<file path="src/rtl/regfile_writeback.sv">
// Write-port arbiter for the register file: ALU results win, long-latency results queue in a
// small FIFO and drain on idle cycles. Optional forwarding: REGFILE_WB_FORWARD_EN.
module regfile_writeback #(
  parameter int DEPTH = 2,
  parameter int XLEN  = 32
) (
  input  logic            clk,
  input  logic            reset,
  input  logic            alu_valid,
  input  logic [4:0]      alu_rd,
  input  logic [XLEN-1:0] alu_wd,
  input  logic            lsu_valid,
  output logic            lsu_ready,
  input  logic [4:0]      lsu_rd,
  input  logic [XLEN-1:0] lsu_wd,
  output logic            RegWrite,
  output logic [4:0]      rd,
  output logic [XLEN-1:0] wd,
  input  logic [4:0]      rs1,
  input  logic [4:0]      rs2,
  output logic            fwd1_valid,
  output logic [XLEN-1:0] fwd1_data,
  output logic            fwd2_valid,
  output logic [XLEN-1:0] fwd2_data
);

  localparam int PW = (DEPTH > 1) ? $clog2(DEPTH) : 1;
  localparam int CW = $clog2(DEPTH + 1);
  localparam logic [CW-1:0] DEPTH_C = CW'(DEPTH);
  localparam logic [PW-1:0] LAST_PTR = PW'(DEPTH - 1);

  logic [4:0]      q_rd    [DEPTH];
  logic [XLEN-1:0] q_wd    [DEPTH];
  logic [DEPTH-1:0] q_alive;
  logic [PW-1:0]   wptr, rptr;
  logic [CW-1:0]   count;

  logic alu_wr, push, pop, head_alive;

  function automatic logic [PW-1:0] ptr_inc(input logic [PW-1:0] p);
    return (p == LAST_PTR) ? '0 : p + PW'(1);
  endfunction

  assign alu_wr     = alu_valid && (alu_rd != 5'd0);
  assign lsu_ready  = !reset && (count < DEPTH_C);
  // x0 results and results already superseded by this cycle's ALU write are accepted but dropped
  assign push       = lsu_valid && lsu_ready && (lsu_rd != 5'd0) && !(alu_wr && (lsu_rd == alu_rd));
  assign pop        = !alu_wr && (count != '0);
  assign head_alive = q_alive[rptr];

  always_ff @(posedge clk or posedge reset) begin
    if (reset) begin
      wptr    <= '0;
      rptr    <= '0;
      count   <= '0;
      q_alive <= '0;
      for (int i = 0; i < DEPTH; i++) begin
        q_rd[i] <= '0;
        q_wd[i] <= '0;
      end
    end else begin
      // Younger ALU write kills older queued writes to the same register
      if (alu_wr) begin
        for (int i = 0; i < DEPTH; i++) begin
          if (q_rd[i] == alu_rd) q_alive[i] <= 1'b0;
        end
      end
      if (push) begin
        q_rd[wptr]    <= lsu_rd;
        q_wd[wptr]    <= lsu_wd;
        q_alive[wptr] <= 1'b1;
        wptr          <= ptr_inc(wptr);
      end
      if (pop) rptr <= ptr_inc(rptr);
      case ({push, pop})
        2'b10:   count <= count + CW'(1);
        2'b01:   count <= count - CW'(1);
        default: count <= count;
      endcase
    end
  end

  always_ff @(posedge clk or posedge reset) begin
    if (reset) begin
      RegWrite <= 1'b0;
      rd       <= '0;
      wd       <= '0;
    end else if (alu_wr) begin
      RegWrite <= 1'b1;
      rd       <= alu_rd;
      wd       <= alu_wd;
    end else if (pop && head_alive) begin
      RegWrite <= 1'b1;
      rd       <= q_rd[rptr];
      wd       <= q_wd[rptr];
    end else begin
      RegWrite <= 1'b0;
    end
  end

`ifdef REGFILE_WB_FORWARD_EN
  assign fwd1_valid = RegWrite && (rd == rs1) && (rs1 != 5'd0);
  assign fwd2_valid = RegWrite && (rd == rs2) && (rs2 != 5'd0);
  assign fwd1_data  = wd;
  assign fwd2_data  = wd;
`else
  logic unused_rs;
  assign unused_rs  = ^{rs1, rs2};
  assign fwd1_valid = 1'b0;
  assign fwd2_valid = 1'b0;
  assign fwd1_data  = '0;
  assign fwd2_data  = '0;
`endif

endmodule

</file>
<file path="config.mk">
export PLATFORM = sky130hd
export DESIGN_NAME = regfile_writeback
export DESIGN_NICKNAME = d
export VERILOG_FILES = /design/src/rtl/regfile_writeback.sv
export SDC_FILE = /design/constraint.sdc
export NUM_CORES = 1
export LEC_CHECK = 0
export ABC_AREA = 1
export BUFFER_PORTS_ARGS = -buffer_cell sky130_fd_sc_hd__buf_2
export CAP_MARGIN = 20
export CELL_PAD_IN_SITES_DETAIL_PLACEMENT = 2
export CELL_PAD_IN_SITES_GLOBAL_PLACEMENT = 2
export CORE_MARGIN = 2
export CORE_UTILIZATION = 32
export DETAILED_ROUTE_END_ITERATION = 16
export HOLD_SLACK_MARGIN = 0.15
export PLACE_DENSITY_LB_ADDON = 0.1
export SLEW_MARGIN = 30
export SYNTH_ARGS = -nofsm -noshare
export SYNTH_HDL_FRONTEND = slang
export SYNTH_SLANG_ARGS = --single-unit
</file>
<file path="constraint.sdc">
create_clock -name clk -period 5.69 [get_ports clk]
set_clock_uncertainty 0.05 [all_clocks]
set_input_delay 0.2845 -clock clk [delete_from_list [all_inputs] [get_ports clk]]
set_output_delay 0.2845 -clock clk [all_outputs]
set_load 0.02 [all_outputs]
</file>
[Yosys cells after proc, flatten, opt, wreduce, memory -nomap -nowiden]
Cells that the tools add are included.
W data, S select, Z words.
Storage, ports and cells
  flip-flop bits (word level): 118
  output and inout port bits: 105
  word-level logic and storage cells: 77
Cells by class
  add/subtract/negate cells: 4
  $lt $le $gt $ge: 7
  eq/ne operators: 5
  mux-type cells: 29
  bitwise gates (word level): 3
  reductions and logical operators: 18
Operators by type and width (count)
  $mux W32: 6
  $bwmux W64: 1
  $demux W32 S1: 1
  $mux W5: 6
  $eq A5 B5 Y1: 3
  $bwmux W10: 1
  $logic_and A1 B1 Y1: 10
  $reduce_bool A5 Y1: 2
  $mux W1: 9
  $reduce_bool A2 Y1: 3
  $demux W5 S1: 1
  $ge A2 B2 Y1 const B: 2
  $lt A1 B2 Y1 const B: 2
  $mux W2: 2
  $not A1 Y2: 2
  $pmux W2 S2: 1
  $logic_not A1 Y1: 3
  $add A1 B1 Y1 const B: 2
  $add A2 B1 Y2 const B: 1
  $eq A2 B1 Y1 const B: 1
  $eq A2 B2 Y1 const B: 1
  $lt A2 B1 Y1 const B: 1
  $lt A2 B2 Y1 const B: 1
  $or A2 B2 Y2: 1
  3 further kinds: 3

[Logic depth before layout (Yosys ltp)]
  depth in word-level cells: 7
  mapped depth: 12

[Least setup slack after synthesis]
Ideal clock, no wire load.
  kind: reg2reg
  start: register count[1]
  end: register count[1]
  library setup time: 0.124 ns
  data arrival time: 1.834 ns
  setup slack: 3.682 ns
  cell stages (with the launch flop): 10
  clock period less this slack: 2.008 ns
  path through: dfrtp_1 nor2_1 nand3_1 inv_1 buf_2 nand2_1 ha_1 a21oi_1 o21ai_0 xnor2_1
Between the ends
  cells in the longest elaborated chain, start to end: 7
RTL lines
  start, declared: RTL line 36  | logic [CW-1:0] count;
  start signal, assigned: RTL line 76  | 2'b10: count <= count + CW'(1);
  start signal, assigned: RTL line 77  | 2'b01: count <= count - CW'(1);
  start signal, assigned: RTL line 78  | default: count <= count;
  $lt A2 B2 Y1 (*): RTL line 45  | assign lsu_ready = !reset && (count < DEPTH_C);
  $logic_and A1 B1 Y1 (*): RTL line 45
  net lsu_ready: RTL line 13  | output logic lsu_ready,
  $logic_and A1 B1 Y1 (*) (3 in a row): RTL line 47  | assign push = lsu_valid && lsu_ready && (lsu_rd != 5'd0) && !(alu_wr && (lsu_rd == alu_rd));
  $eq A2 B1 Y1 or $eq A2 B2 Y1 (tied branches): RTL line 75  | case ({push, pop})
  $pmux W2 S2 or $reduce_bool A2 Y1 (tied branches)
Mark *: on every way through the listed nets, which the timed path passes. The rest lies on a longest branch.
A chain may end at the register's enable or synchronous reset.

[Worst setup path after layout]
  start: register rptr
  end: register wd[7]
Between the ends
  cells in the longest elaborated chain, start to end: 6
RTL lines
  start, declared: RTL line 35  | logic [PW-1:0] wptr, rptr;
  start signal, assigned: RTL line 74  | if (pop) rptr <= ptr_inc(rptr);
  $not A1 Y2 (not written as such): RTL line 95  | wd <= q_wd[rptr];
  $mux W32 (not written as such) (3 in a row): RTL line 95
  $mux W32: RTL line 92  | end else if (pop && head_alive) begin
  $mux W32: RTL line 88  | end else if (alu_wr) begin
  end signal, assigned: RTL line 91  | wd <= alu_wd;
  end signal, assigned: RTL line 95
  end, declared: RTL line 18  | output logic [XLEN-1:0] wd,
Parallel ways exist; a longest one is shown, timed or not. The select of a mux whose other input is x is not followed.

==> qor.yml <==
syn-cell-area_um2: 6230
postPlaceCellArea_um2: 6660
synth_xor_xnor_area_share_pct: 2.11
unrepaired_setup_endpoints_after_global_routing: "false"
chipHeight_um: 144
dominant_combinational_cell_family_by_area_after_synthesis: "simple AND/OR/NAND/NOR gates"
fmax_mhz: 293
cp_slowest_cell: "sky130_fd_sc_hd__inv_2"
irDropWorstVdd_mv: 0.291
clk_root_buffer_cell: "sky130_fd_sc_hd__clkbuf_16"
holdWs_ns: 0.172
floorplan.initialDensity_pct: 32.3
drt_pass1_iterations: 6
number_of_flops_mapped_to_enable_cells_by_yosys: 0
path_class: "reg -> reg"
required_ns: 5.99
synth_compound_gate_area_share_pct: 5.92
gp_congestion: 0.749
via_count: 5722
min_period_over_period_pct: 60.1
timing.reg2reg.setup_slack_ns: 2.27
synth-main-ff-cell: "sky130_fd_sc_hd__dfrtp_1"
worstPathArrival_ns: 3.71
use_met3_pct: 3.00
hold_viol_final: 0
synth_cell_types: 26
fp.coreArea_um2: 19300
synth_mux_area_share_pct: 0
layout-area-overhead-vs-synth_pct: 27.4
synth-adder-area-share_pct: 0.201
dieArea_um2: 20600
groute.layer.met2.usage_pct: 41.4
grtUsageTotal_pct: 21.9
critPathCaptureType: "register"
critical_path_peak_fanout: 41
commonest_cells_after_routing_fill_and_taps_aside: "sky130_fd_sc_hd__nand2_1 (204), sky130_fd_sc_hd__dfrtp_1 (117), sky130_fd_sc_hd__buf_2 (116), sky130_fd_sc_hd__nand4_1 (76), sky130_fd_sc_hd__nand3_1 (72)"
grt_first_pass_wirelength_um: 34400
vias_per_std_cell: 4.99
postRouteAntennaNets: 0
via_count_of_the_first_global_routing_pass: 6465
holdCritPathClass: "in -> reg"
grt_antenna_before_repair: 0
post_drt_wl_per_cell_um: 19.1
clk_path_buf_depth: 2
critical_path.startpoint_type: "register"
fin_crit_ns: 3.42
tritoncts_clock_tree: "done"
globalRouteOverflowTotal: 0
post_route_cells_drive_above_1_share_pct: 22.4
post_synth_and_or_nand_nor_area_fraction_pct: 30.8
relSlewSlack_pct: 36.4
yosys_register_bits: 118
yosysWarningCount: 0
std_cell_rows: 51
run_status: "finished, final reports clean"
grt_busiest_layer: "met2"
critical-path-max-stage-delay_ns: 0.79
path_clk_slew_ns: 0.05
avgSynthCellArea_um2: 8.64
ios: 193
route.detailed.drc: 0
antenna-diode-count: 0
htree_num_levels: 4
detailed_place_hpwl_um: 12200
cellLeakagePower_nw: 3.95
fillerInstances: 2165
synth_cells: 721
finalInstanceArea_um2: 7940
timing_worst_slew_pin_value_ns: 0.954
synth_seq_area_share_pct: 47.4
cts_buffers: 17
floorplan.die.width_um: 144
use_met1_pct: 25.7
slew_violations: 0
mostFrequentLayoutCell: "sky130_fd_sc_hd__nand2_1"
p_per_area_nw_per_um2: 530
worst_skew_pair.late_latency_ns: 0.42
fin_nets: 960
report.final.setup_viol: 0
drt_iter0_drc: 227
port_buffer_count: 116
postSynth.asyncResetShare_pct: 100
tritoncts_num_sinks: 118
grt_start_max_net_pins: 82
maxCapViolCount: 0
critical_path.cell_chain: "buf_4 > inv_2 > nand2_1 > nand2_1 > nand2_4 > inv_2 > o2111ai_1 > nand3_1"
ctsResizeCount: 0
total_chip_power_mw: 4.21
setup_tns_final_ns: 0
wirelength_um: 21900
-- synthesized netlist by cell type (2+ instances only) --
| cell type | instances | area (um^2) |
|---|---|---|
| sky130_fd_sc_hd__inv_1 | 12 | 45.0 |
| sky130_fd_sc_hd__clkbuf_1 | 21 | 78.8 |
| sky130_fd_sc_hd__buf_2 | 15 | 75.1 |
| sky130_fd_sc_hd__nor2_1 | 7 | 26.3 |
| sky130_fd_sc_hd__o211ai_1 | 4 | 30.0 |
| sky130_fd_sc_hd__nand3_2 | 2 | 20.0 |
| sky130_fd_sc_hd__nand4_1 | 76 | 475 |
| sky130_fd_sc_hd__nand2_1 | 205 | 769 |
| sky130_fd_sc_hd__dfrtp_1 | 118 | 2950 |
| sky130_fd_sc_hd__o2111ai_1 | 37 | 324 |
| sky130_fd_sc_hd__inv_2 | 2 | 7.51 |
| sky130_fd_sc_hd__o21ai_0 | 2 | 10.0 |
| sky130_fd_sc_hd__buf_4 | 74 | 556 |
| sky130_fd_sc_hd__xor2_1 | 6 | 52.6 |
| sky130_fd_sc_hd__xnor2_1 | 9 | 78.8 |
| sky130_fd_sc_hd__or2_2 | 36 | 225 |
| sky130_fd_sc_hd__buf_1 | 12 | 45.0 |
| sky130_fd_sc_hd__buf_6 | 3 | 33.8 |
| sky130_fd_sc_hd__nand3_1 | 73 | 365 |
-- critical path, delay by kind of cell (launching register included) --
family,cells,cell delay (ns)
AOI/OAI and AO/OA,1,0.36
buffers and inverters,3,1.79
DFF,1,0.35
and+or+nand+nor,4,0.77
-- where the power goes --
part	internal, mW	switching [mW]
Combinational	0.535	1.12
Sequential	1.25	0.294
Clock	0.648	0.363
Total	2.44	1.77
-- final timing paths --
check / startpoint / to / cells past startpoint
setup reg to reg: rptr$_DFFE_PP0P_ / wd[7]$_DFFE_PP0P_ / 8
min in group asynchronous: reset / rd[0]$_DFFE_PP0P_ / 3
hold / removal: alu_rd[0] / rd[0]$_DFFE_PP0P_ / 3
max in group asynchronous: reset / wptr$_DFFE_PP0N_ / 4
hold reg to reg: q_wd[59]$_DFFE_PP0P_ / q_wd[59]$_DFFE_PP0P_ / 2
setup / recovery: rptr$_DFFE_PP0P_ / wd[7]$_DFFE_PP0P_ / 8
-- layout make-up --
| type | instances | area (um^2) | share of cell area (%) |
|---|---|---|---|
| Multi-Input combinational cell | 529 | 2710 | 34.1 |
| Tap cell | 265 | 332 | 4.18 |
| Clock buffer | 25 | 505 | 6.37 |
| Inverter | 14 | 57.6 | 0.725 |
| Clock inverter | 4 | 45.0 | 0.567 |
| Timing Repair Buffer | 191 | 1330 | 16.8 |
| Sequential cell | 118 | 2960 | 37.2 |
-- state kept, by name (all words and copies together), names as in the netlist --
name	count
RegWrite	1
count	2
q_alive	2
q_rd	10
q_wd	64
rd	5
rptr	1
wd	32
wptr	1
-- what timing repair did --
action | CTS | global route
hold buffers | 70 | 0
buffers inserted | 0 | 0
hold endpoints to repair | 169 | 0
-- metrics by stage --
step	instances	util (%)	worst slack (ns)
after floorplan	786	-	2.23
after global placement	1046	34.5	1.99
after detailed placement	1046	34.5	1.90
after CTS	1145	41.0	1.85
after global routing	1146	41.2	2.06
final	1146	41.2	2.27
-- routing by layer --
metal / routed length (um) / up-vias
met5: 0 / -
met4: 307 / 0
met3: 513 / 22
met2: 11600 / 119
met1: 9410 / 2944
li1: - / 2637
-- logic make-up after synthesis --
group	count (synthesis)
flip-flops	118
other	1
AO/OA/AOI/OAI	44
AND/OR/NAND/NOR	403
buffers and inverters	139
adder cells (fa/ha/maj)	1
XOR/XNOR	15
Power figures use the tool's default switching activity.
